--- src/rtl/muldiv_pkg.sv ---
// Shared op codes, op enum, FSM state enum and op-class helpers for the
// sequential multiply/divide unit.
package muldiv_pkg;

  localparam logic [2:0] OPC_MUL    = 3'd0;
  localparam logic [2:0] OPC_MULH   = 3'd1;
  localparam logic [2:0] OPC_MULHSU = 3'd2;
  localparam logic [2:0] OPC_MULHU  = 3'd3;
  localparam logic [2:0] OPC_DIV    = 3'd4;
  localparam logic [2:0] OPC_DIVU   = 3'd5;
  localparam logic [2:0] OPC_REM    = 3'd6;
  localparam logic [2:0] OPC_REMU   = 3'd7;

  typedef enum logic [2:0] {
    OP_MUL    = OPC_MUL,
    OP_MULH   = OPC_MULH,
    OP_MULHSU = OPC_MULHSU,
    OP_MULHU  = OPC_MULHU,
    OP_DIV    = OPC_DIV,
    OP_DIVU   = OPC_DIVU,
    OP_REM    = OPC_REM,
    OP_REMU   = OPC_REMU
  } op_e;

  typedef enum logic [1:0] {
    IDLE = 2'd0,
    CALC = 2'd1,
    DONE = 2'd2
  } state_e;

  function automatic logic is_div_op(input op_e o);
    return (o == OP_DIV) || (o == OP_DIVU) || (o == OP_REM) || (o == OP_REMU);
  endfunction

  function automatic logic is_rem_op(input op_e o);
    return (o == OP_REM) || (o == OP_REMU);
  endfunction

endpackage

--- src/rtl/muldiv_step.sv ---
// One combinational iteration: shift-add multiply step, or (with MULDIV_DIV_EN)
// a restoring-divide trial-subtract step. acc holds {hi, lo} of the 2W state.
module muldiv_step #(
  parameter int W = 32
) (
`ifdef MULDIV_DIV_EN
  input  logic           is_div,
`endif
  input  logic [2*W-1:0] acc,
  input  logic [W-1:0]   opnd,
  output logic [2*W-1:0] acc_nxt
);

  logic [W:0] sum;

  always_comb begin
    sum = {1'b0, acc[2*W-1:W]} + {1'b0, (acc[0] ? opnd : {W{1'b0}})};
  end

`ifdef MULDIV_DIV_EN
  logic [W:0]   rem_sh;
  logic [W+1:0] diff;

  // Remainder shifted left by one keeps its carry-out bit for the trial subtract.
  always_comb begin
    rem_sh = acc[2*W-1:W-1];
    diff   = {1'b0, rem_sh} - {2'b00, opnd};
    if (!is_div) begin
      acc_nxt = {sum, acc[W-1:1]};
    end else if (diff[W+1]) begin
      acc_nxt = {rem_sh[W-1:0], acc[W-2:0], 1'b0};
    end else begin
      acc_nxt = {diff[W-1:0], acc[W-2:0], 1'b1};
    end
  end
`else
  always_comb begin
    acc_nxt = {sum, acc[W-1:1]};
  end
`endif

endmodule

--- src/rtl/muldiv_seq.sv ---
// Sequential RV32M/RV64M multiply/divide unit, one iteration per cycle.
// Division ops are built only when macro MULDIV_DIV_EN is defined.
module muldiv_seq
  import muldiv_pkg::*;
#(
  parameter int W = 32
) (
  input  logic         clk,
  input  logic         rst,
  input  logic         flush,
  input  logic         in_valid,
  output logic         in_ready,
  input  logic [2:0]   op,
  input  logic [W-1:0] SrcA,
  input  logic [W-1:0] SrcB,
  output logic         out_valid,
  input  logic         out_ready,
  output logic [W-1:0] Result,
  output logic         illegal
);

  localparam int CW = (W > 1) ? $clog2(W) : 1;
  localparam logic [CW-1:0] CNT_LAST = CW'(W - 1);

  state_e         state, state_nxt;
  op_e            op_q;
  logic [2*W-1:0] acc, acc_nxt, prod;
  logic [W-1:0]   opnd;
  logic [CW-1:0]  cnt;
  logic           neg_q;

  logic           accept, a_signed, b_signed, a_neg, b_neg, neg_acc;
  logic           short_path, short_ill;
  logic [W-1:0]   a_mag, b_mag, short_res, fin_res;

  function automatic logic [2*W-1:0] fix_wide(input logic [2*W-1:0] v, input logic neg);
    return neg ? -v : v;
  endfunction

`ifdef MULDIV_DIV_EN
  function automatic logic [W-1:0] fix_narrow(input logic [W-1:0] v, input logic neg);
    return neg ? -v : v;
  endfunction
`endif

  assign in_ready  = (state == IDLE) && !flush && !rst;
  assign out_valid = (state == DONE);
  assign accept    = in_valid && in_ready;

  // Operand conditioning: magnitudes, result sign, and single-cycle cases.
  always_comb begin
    a_signed   = (op == OPC_MULH) || (op == OPC_MULHSU) || (op == OPC_DIV) || (op == OPC_REM);
    b_signed   = (op == OPC_MULH) || (op == OPC_DIV) || (op == OPC_REM);
    a_neg      = a_signed & SrcA[W-1];
    b_neg      = b_signed & SrcB[W-1];
    a_mag      = a_neg ? -SrcA : SrcA;
    b_mag      = b_neg ? -SrcB : SrcB;
    neg_acc    = (op == OPC_REM) ? a_neg : (a_neg ^ b_neg);
    short_path = 1'b0;
    short_res  = '0;
    short_ill  = 1'b0;
`ifdef MULDIV_DIV_EN
    if (op[2] && (SrcB == '0)) begin
      short_path = 1'b1;
      short_res  = op[1] ? SrcA : '1;
    end else if (op[2] && !op[0] && (SrcA == {1'b1, {(W-1){1'b0}}}) && (SrcB == '1)) begin
      short_path = 1'b1;
      short_res  = op[1] ? '0 : SrcA;
    end
`else
    if (op[2]) begin
      short_path = 1'b1;
      short_ill  = 1'b1;
    end
`endif
  end

  muldiv_step #(.W(W)) u_step (
`ifdef MULDIV_DIV_EN
    .is_div  (is_div_op(op_q)),
`endif
    .acc     (acc),
    .opnd    (opnd),
    .acc_nxt (acc_nxt)
  );

  // Sign fix-up applied to the state produced by the final iteration.
  always_comb begin
    prod    = fix_wide(acc_nxt, neg_q);
    fin_res = (op_q == OP_MUL) ? prod[W-1:0] : prod[2*W-1:W];
`ifdef MULDIV_DIV_EN
    if (is_div_op(op_q)) begin
      fin_res = fix_narrow(is_rem_op(op_q) ? acc_nxt[2*W-1:W] : acc_nxt[W-1:0], neg_q);
    end
`endif
  end

  always_comb begin
    state_nxt = state;
    case (state)
      IDLE:    if (accept) state_nxt = short_path ? DONE : CALC;
      CALC:    if (cnt == CNT_LAST) state_nxt = DONE;
      DONE:    if (out_ready) state_nxt = IDLE;
      default: state_nxt = IDLE;
    endcase
    if (flush) state_nxt = IDLE;
  end

  always_ff @(posedge clk) begin
    if (rst) state <= IDLE;
    else     state <= state_nxt;
  end

  always_ff @(posedge clk) begin
    if (rst) begin
      op_q    <= OP_MUL;
      acc     <= '0;
      opnd    <= '0;
      cnt     <= '0;
      neg_q   <= 1'b0;
      Result  <= '0;
      illegal <= 1'b0;
    end else begin
      if (accept) begin
        op_q    <= op_e'(op);
        acc     <= {{W{1'b0}}, a_mag};
        opnd    <= b_mag;
        cnt     <= '0;
        neg_q   <= neg_acc;
        Result  <= short_res;
        illegal <= short_ill;
      end else if (state == CALC) begin
        acc <= acc_nxt;
        cnt <= cnt + 1'b1;
        if (cnt == CNT_LAST) Result <= fin_res;
      end
      // Leaving DONE or aborting discards whatever result was held.
      if (flush || ((state == DONE) && out_ready)) begin
        Result  <= '0;
        illegal <= 1'b0;
      end
    end
  end

endmodule

--- config.mk ---
export PLATFORM = sky130hd
export DESIGN_NAME = muldiv_seq
export DESIGN_NICKNAME = d
export VERILOG_FILES = /design/src/rtl/muldiv_pkg.sv /design/src/rtl/muldiv_step.sv /design/src/rtl/muldiv_seq.sv
export SDC_FILE = /design/constraint.sdc
export NUM_CORES = 1
export LEC_CHECK = 0
export CAP_MARGIN = 20
export CORE_ASPECT_RATIO = 0.5
export CORE_MARGIN = 3
export CORE_UTILIZATION = 50
export DETAILED_ROUTE_END_ITERATION = 8
export DONT_BUFFER_PORTS = 1
export GPL_TIMING_DRIVEN = 0
export SETUP_SLACK_MARGIN = 0.5
export SLEW_MARGIN = 15
export SYNTH_ARGS = -nofsm -noshare
export SYNTH_HDL_FRONTEND = slang
export SYNTH_SLANG_ARGS = --single-unit
--- constraint.sdc ---
create_clock -name clk -period 5.3 [get_ports clk]
set_input_delay 0.795 -clock clk [delete_from_list [all_inputs] [get_ports clk]]
set_output_delay 0.795 -clock clk [all_outputs]
set_load 0.02 [all_outputs]
After elaboration in Yosys (flattened, before gate mapping) --
Cells that the tools add are included.
Storage, ports and cells: bits in registers 140, input bits 72, output and inout bits 35, word-level logic and storage cells 62
Operators by class: multiplexer cells 14, equality and inequality tests 10, bitwise gates (word level) 3, reductions and logical operators 21, add/sub/neg operators 5
Operators by type and width (number):
- 2-to-1 mux 32 bit | 6
- 2-to-1 mux 64 bit | 1
- negator 32 bit | 2
- negator 64 bit | 1
- adder 32 x 32 -> 33 bit | 1
- 2-to-1 mux 2 bit | 4
- == test 3 bit, second input constant | 2
- logical OR 1 bit | 6
- case mux 2 bit (3 select lines) | 1
- OR reduction 2 bit | 3
- adder 5 x 1 -> 5 bit, second input constant | 1
- == test 5 bit, second input constant | 1
- logical AND 1 bit | 4
- != test 2 bit, second input constant | 2
- == test 3 x 1 -> 1 bit, second input constant | 1
- == test 3 x 2 -> 1 bit, second input constant | 1
- zero test 3 bit | 1
- AND reduction 3 bit | 1
- OR reduction 3 bit | 1
- AND 1 bit | 2
- == test 2 x 1 -> 1 bit, second input constant | 1
- == test 2 bit, second input constant | 1
- zero test 1 bit | 2
- zero test 2 bit | 1
- other kinds (5) | 6

Depth between registers and ports, before layout --
Gate-level depths: netlist of the first run.
word-level depth 7, gate-level depth with buffers 17

Cells and area by module --
From an unflattened synthesis of the first run, not the netlist that was laid out.
Second synthesis, totals: cell total of the unflattened synthesis 1461, area total of the unflattened synthesis 10978.0 um^2
By module, submodules not included:
- muldiv_seq | sequential area each 2802.7 um^2, cells each 1166, times used 1, area each 8790.9 um^2
- muldiv_step | sequential area each 0.0 um^2, cells each 295, times used 1, area each 2187.1 um^2

Worst setup path before layout of the first run --
OpenSTA, ideal clock, no wires.
kind register -> register, start reg acc[0], end reg Result[31], buffers on the path 2, period minus slack after synthesis 4.406 ns, slack 0.894 ns, cell stages (with the launch flop) 18, arrival time 4.346 ns, cell sequence dfxtp_1 clkbuf_1 and2_1 ha_1 inv_1 fa_1 and2b_4 o2111ai_4 a211oi_4 o211a_1 nor3_2 or3_4 or4_4 buf_6 or3_4 o311a_1 a311oi_1 a22o_1
Between the ends: word-level cells in the longest chain between the ends 5
Ends and longest elaborated chain:
- start, declared | line muldiv_seq.sv:27 | logic [2*W-1:0] acc, acc_nxt, prod;
- start signal, assigned | line muldiv_seq.sv:126 | acc <= {{W{1'b0}}, a_mag};
- start signal, assigned | line muldiv_seq.sv:133 | acc <= acc_nxt;
- 2-to-1 mux 32 bit * | line muldiv_step.sv:17 | sum = {1'b0, acc[2*W-1:W]} + {1'b0, (acc[0] ? opnd : {W{1'b0}})};
- adder 32 x 32 -> 33 bit * | line muldiv_step.sv:17
- negator 64 bit | line muldiv_seq.sv:37 | return neg ? -v : v;
- 2-to-1 mux 64 bit * | line muldiv_seq.sv:37
- 2-to-1 mux 32 bit * | line muldiv_seq.sv:90 | fin_res = (op_q == OP_MUL) ? prod[W-1:0] : prod[2*W-1:W];
- end signal, assigned | line muldiv_seq.sv:130 | Result <= short_res;
- end signal, assigned | line muldiv_seq.sv:135 | if (cnt == CNT_LAST) Result <= fin_res;
- end, declared | line muldiv_seq.sv:18 | output logic [W-1:0] Result,
Mark *: on every way between the ends. The rest lies on a longest branch, timed or not. A chain may end at the register's enable or synchronous reset.

Worst setup path after layout of the first run --
Ends and elaborated chain as after synthesis.

==> results_dict.tcl, run 1 <==
set metrics [dict create \
    cts_buffers 17 \
    synth.distinct_cells 79 \
    synthesis.area_um2 10520 \
    leakagePower_nw 4.169 \
    syn_nets 1537 \
    final_layout_size_suffix_gt1_share_pct 6.152 \
    synthFlopType "dfxtp_1" \
    p_total_w 0.002969 \
    nFillCells 1924 \
    gp_congestion 1.016 \
    syn_to_final_growth_pct 10.80 \
    yosysWarnings 0 \
    drt-total-wl_mm 36.66 \
    path_common_cell "or3_4" \
    fin_tns_setup_ns 0 \
    hold_ws_ns 0.4302 \
    cp_data_arrival_time_ns 5.06 \
    cts_tree "done" \
    viasPerCell 6.402 \
    grt_overflow_total 0 \
    crit_chain "buf_8 > and2_1 > ha_2 > inv_1 > fa_2 > and2b_4 > o2111ai_4 > a211oi_4 > o211a_1 > nor3_2 > or3_4 > or4_4 > buf_6 > or3_4 > o311a_1 > a311oi_2 > a22o_1" \
    diodes 0 \
    dp_hpwl_mm 29.22 \
    via_count 11069 \
    multiInputGateArea_um2 7372 \
    powerDensity_nw_per_um2 254.8 \
    antenna_found_initial 2 \
    die_x_um 211.1 \
    hp-class "primary input to register" \
    ys_async_sr_fraction_pct 0 \
    post_synth.cell_area_avg_um2 7.370 \
    seq_area_um2 2806 \
    synth.area.top_cells "dfxtp_1 27%, nand2_1 8.5%, xnor2_1 6.7%" \
    clk_latency_ns 0.43 \
    synthCells 1427 \
    grtUsageTotal_pct 31.55 \
    clockBufferDepth 2 \
    numClockSinks 140 \
    htreeDepth 4 \
    final_cell_area_um2 11650 \
    drt_iter0_drc 1163 \
    final_util_pct 58.13 \
    drv_cap 0 \
    start_util_pct 52.47 \
    grt_max_degree 17 \
    wl_per_cell_um 21.20 \
    core_um2 20040 \
    critPathCaptureType "register" \
    slowest_delay_ns 0.54 \
    synth_area_leader_cell "dfxtp_1" \
    synth-edff-count 0 \
    max_slew_margin_pct 26.93 \
    synth_top_area_share_pct 26.65 \
    period_share_pct 88.30 \
    grt_pass1_vias 10150 \
    worst_pin_slew_ns 1.086 \
    slew_violations 0 \
    port_buffers 0 \
    slowest_stage "or4_4" \
    ios 107 \
    required_ns 5.68 \
    skew_ns 0.005190 \
    final_hold_viol_count 0 \
    ctsHoldBuffers 0 \
    path_delay_family "simple AND/OR/NAND/NOR gates" \
    cts-root-buf "clkbuf_16" \
    path_buf_inv 3 \
    die_area_um2 22910 \
    rows 36 \
    grt_first_pass_wirelength_mm 55.96 \
    dpl_cell_area_um2 10850 \
    antenna_left 0 \
    ys_ff_latch 140 \
    fmax_mhz 213.7 \
    die_h_um 108.6 \
    rsz0062_at_grt "false" \
    drcViolationCount 0 \
    crit_path_start_kind "register" \
    ir_drop_mv 0.2325 \
    seq_area_frac_synth_pct 26.65 \
    cp_max_fo 10 \
    layout_min_cycle_time_ns 4.680 \
    drt_first_pass_iters 6 \
    nNetsFinal 1560 \
    setup_violations 0 \
    clk_pin_slew_worst_paths_ns 0.06 \
    crit_type "register to register" \
    status "finished clean" \
]
-- synth_stat cells, drive strengths merged, types with 8 or more instances --
cell    instances
nor2          125
ha             37
nand2         237
o21ai          99
inv            22
nor3           30
a31oi          12
a311oi         34
a211oi         16
o41ai          21
a21o           13
nor2b           8
xor2           51
nand3          28
o211ai         19
buf            15
xnor2          80
dfxtp         140
or4            14
nand3b         33
a21oi         118
nor4           21
or3            14
o31ai          25
and2           45
clkbuf         71
-- routing by layer --
metal  vias up  part of all wire [%]  GRT usage (%)
met3        41                   9.2          8.174
met4         2                   1.6          8.449
met1      5373                    47          45.45
met2       456                    42          46.59
li1       5197                     -              -
met5         -                 0.035              0
-- flip-flops by register name, summed over array words and instances (netlist names) --
signal,count
state,2
op_q,3
acc,64
opnd,32
cnt,5
Result,32
illegal,1
neg_q,1
-- where the power goes --
group	switching (W)	internal (W)
clock	0.000494	0.000885
sequential	0.0000363	0.00109
combinational	0.000304	0.000163
total	0.000834	0.00213
-- through the flow --
step                std cells  setup slack, ns
CTS                      1726           0.5040
finish                   1729           0.6201
floorplan                1427           0.8940
global placement         1693          0.03596
global route             1729           0.4929
detailed placement       1693          0.01644
-- worst paths after layout --
kind / depth (start not counted) / from / slack, ns / endpoint
setup / recovery: 17 / acc[0]$_SDFFE_PP0P_ / 0.62 / Result[31]$_SDFFE_PP0P_
setup reg to reg: 17 / acc[0]$_SDFFE_PP0P_ / 0.62 / Result[31]$_SDFFE_PP0P_
hold / removal: 1 / flush / 0.43 / state[0]$_SDFFE_PP0P_
hold reg to reg: 2 / opnd[0]$_SDFFE_PP0P_ / 0.45 / opnd[0]$_SDFFE_PP0P_
-- cell families (layout without fill, tap and decap cells) --
family                   Yosys count  in the layout  synth area share [%]
AO/OA/AOI/OAI                    409            409                 25.90
buffers and inverters            108            144                 4.081
flip-flops                       140            140                 26.65
multiplexers                       6              6                0.5949
adder cells (fa/ha/maj)           38             38                 4.592
XOR/XNOR                         131            131                 10.91
AND/OR/NAND/NOR                  595            595                 27.27
-- layout by cell type, fill, tap and decap left out, drive strengths merged, types with 4 or more instances in the layout --
cell / instances
nand2b: 7
clkbuf: 88
o41ai: 21
a21boi: 6
a22o: 6
nor3b: 5
nor4: 21
xor2: 51
dfxtp: 140
inv: 24
nor2: 125
o32ai: 5
nand2: 237
a21oi: 118
o21ai: 99
o311ai: 4
nor3: 30
and2: 45
bufinv: 6
nor2b: 8
ha: 37
clkinv: 5
xnor2: 80
nand4: 7
o21a: 6
or4: 14
o211ai: 19
nand3: 28
buf: 20
a31oi: 12
a21o: 13
a211oi: 16
and3: 4
mux2i: 4
a311oi: 34
o31ai: 25
nand3b: 33
or2: 6
or3: 14
-- what timing repair did --
item	CTS	global route
gates cloned	0	0
endpoints found under the hold margin	0	0
gates resized for setup	14	13
setup buffers	1	2
pin swaps	3	6
setup endpoints to repair	21	10
-- cell type report --
cell class | instances | area share [%]
flip-flops and latches | 140 | 24.08
clock inverters | 14 | 2.072
well taps | 266 | 2.856
repair buffers | 4 | 0.2362
clock buffers | 18 | 3.683
inverters | 22 | 0.7087
plain buffers | 86 | 3.092
multi-input cells | 1179 | 63.27
(Power assumes the default switching activity.)
==> run 2, diff against run 1 <==
- CORE_UTILIZATION: 50 -> 45
==> run 2 against run 1 <==
Clock skew grew 0.0067 ns. Via count shrank 0.92%. Non-clock buffer count grew 6. Die area grew 11%.
==> results_dict.tcl, run 2 (synthesis results as in run 1) <==
set metrics [dict create \
    status "finished clean" \
    final_util_pct 52.50 \
    required_ns 5.63 \
    die_h_um 114.1 \
    clk_pin_slew_worst_paths_ns 0.06 \
    use_met2_pct 44.35 \
    reg.largest.list "acc: 64 flops, Result: 32 flops, opnd: 32 flops" \
    antenna_found_initial 1 \
    powerDensity_nw_per_um2 245.5 \
    die_x_um 222.2 \
    hold_path_end "state[1]$_SDFFE_PP0P_" \
    cts_tree "done" \
    dpl_cell_area_um2 10890 \
    grt_use_met3_pct 7.403 \
    hp-class "primary input to register" \
    cp_data_arrival_time_ns 5.06 \
    syn_to_final_growth_pct 11.31 \
    nFillCells 2244 \
    hold_path_depth 1 \
    drcViolationCount 0 \
    worstHoldStart "flush" \
    skew_ns 0.01191 \
    drt_first_pass_iters 6 \
    dp_cells 1727 \
    fin_tns_setup_ns 0 \
    fmax_mhz 211.3 \
    drt_iter0_drc 1015 \
    path_buf_inv 3 \
    rsz0062_at_grt "true" \
    final_hold_viol_count 0 \
    cts_buffers 17 \
    grt_pass1_vias 10342 \
    r2r-start "acc[0]$_SDFFE_PP0P_" \
    grt_first_pass_wirelength_mm 58.46 \
    cts-root-buf "clkbuf_16" \
    viasPerCell 6.200 \
    mostFrequentLayoutCell "nand2_1" \
    seq_area_um2 2806 \
    r2r_end "Result[28]$_SDFFE_PP0P_" \
    crit_chain "buf_8 > and2_4 > ha_4 > inv_1 > fa_2 > and2b_4 > o2111ai_4 > a211oi_4 > o211a_1 > nor3_4 > or3_4 > or4_4 > buf_6 > or3_4 > o31ai_4 > mux2i_2 > a21oi_1" \
    final_layout_size_suffix_gt1_share_pct 6.603 \
    ios 107 \
    htreeDepth 4 \
    drt-total-wl_mm 38.16 \
    antenna_left 0 \
    die_area_um2 25350 \
    final_cell_area_um2 11710 \
    start_util_pct 47.16 \
    crit_type "register to register" \
    clockBufferDepth 2 \
    ctsHoldBuffers 0 \
    layout_common_cells "237 x nand2_1, 139 x dfxtp_1, 125 x nor2_1, 114 x a21oi_1, 95 x o21ai_0" \
    drv_cap 0 \
    grt_overflow_total 0 \
    ff2ff_setup_slack_ns 0.57 \
    wl_per_cell_um 21.57 \
    nNetsFinal 1566 \
    ir_drop_mv 0.2258 \
    core_um2 22300 \
    period_share_pct 89.29 \
    clk_latency_ns 0.45 \
    numClockSinks 140 \
    setup_violations 0 \
    leakagePower_nw 4.195 \
    slew_violations 0 \
    rows 38 \
    crit_path_start_kind "register" \
    port_buffers 0 \
    critPathCaptureType "register" \
    top_register "acc" \
    largest_register_ffs 64 \
    grt_max_degree 17 \
    layout.cells.non_filler 1769 \
    worst_pin_slew_ns 1.132 \
    diodes 0 \
    path_delay_family "simple AND/OR/NAND/NOR gates" \
    path_common_cell "or3_4" \
    gp_congestion 1.022 \
    multiInputGateArea_um2 7392 \
    cp_max_fo 8 \
    layout_min_cycle_time_ns 4.732 \
    slowest_stage "or4_4" \
    dp_hpwl_mm 30.09 \
    grt_busiest_layer "met2" \
    via_count 10967 \
    slowest_delay_ns 0.54 \
    max_slew_margin_pct 23.81 \
    reg2reg_depth 17 \
    use_met1_pct 41.12 \
    grtUsageTotal_pct 29.57 \
    critPathLaunch "acc[0]$_SDFFE_PP0P_" \
]
run 2: how the worst max path moves through the flow:
stage / slack, ns / to / cells past startpoint
finish: 0.57 / Result[28]$_SDFFE_PP0P_ / 17
global route: 0.45 / Result[23]$_SDFFE_PP0P_ / 15
CTS: 0.51 / Result[28]$_SDFFE_PP0P_ / 17
detailed placement: -0.18 / Result[28]$_SDFFE_PP0P_ / 16
global placement: -0.11 / Result[28]$_SDFFE_PP0P_ / 16
floorplan: 0.89 / Result[31]$_SDFFE_PP0P_ / 17
run 2: area by class of cell:
class	count	area share, %
Timing Repair Buffer	10	0.6413
Buffer	86	3.078
Clock inverter	13	1.379
Clock buffer	19	3.869
Tap cell	300	3.207
Multi-Input combinational cell	1179	63.15
Inverter	22	0.7054
Sequential cell	140	23.97
run 2: worst register-to-register path: stages (launching register included):
cell       delay (ns)
dfxtp_4          0.42
buf_8            0.15
and2_4           0.15
ha_4             0.13
inv_1            0.05
fa_2             0.35
and2b_4          0.29
o2111ai_4        0.19
a211oi_4         0.39
o211a_1          0.26
nor3_4           0.07
or3_4            0.43
or4_4            0.54
buf_6            0.15
or3_4            0.39
o31ai_4          0.26
mux2i_2          0.31
a21oi_1          0.10
run 2: repair_timing:
action	4_1_cts	5_1_grt
cloned	0	0
hold endpoints to repair	0	0
resized for setup	10	19
endpoints found under the setup margin	22	17
pin swaps	1	8
buffers inserted	2	7
run 2: power breakdown:
part / total, W / switching [W] / internal (W)
registers: 0.00112 / 0.0000373 / 0.00109
logic: 0.000477 / 0.000312 / 0.000165
clock network: 0.00127 / 0.000506 / 0.000767
run 2: through the flow:
step	setup WS [ns]	power (W)	hold slack, ns
2_1_floorplan	0.8940	0.001458	0.4167
3_3_place_gp	-0.1078	0.001592	0.4409
3_5_place_dp	-0.1820	0.001599	0.4480
4_1_cts	0.5073	0.002861	0.4101
5_1_grt	0.4494	0.002977	0.4141
6_report	0.5678	0.002874	0.4206
run 2: metal layers:
metal	up-vias	share of wire, %
met5	-	0.034
met4	2	2.9
met3	75	8.7
met2	457	42
met1	5219	46
li1	5214	-
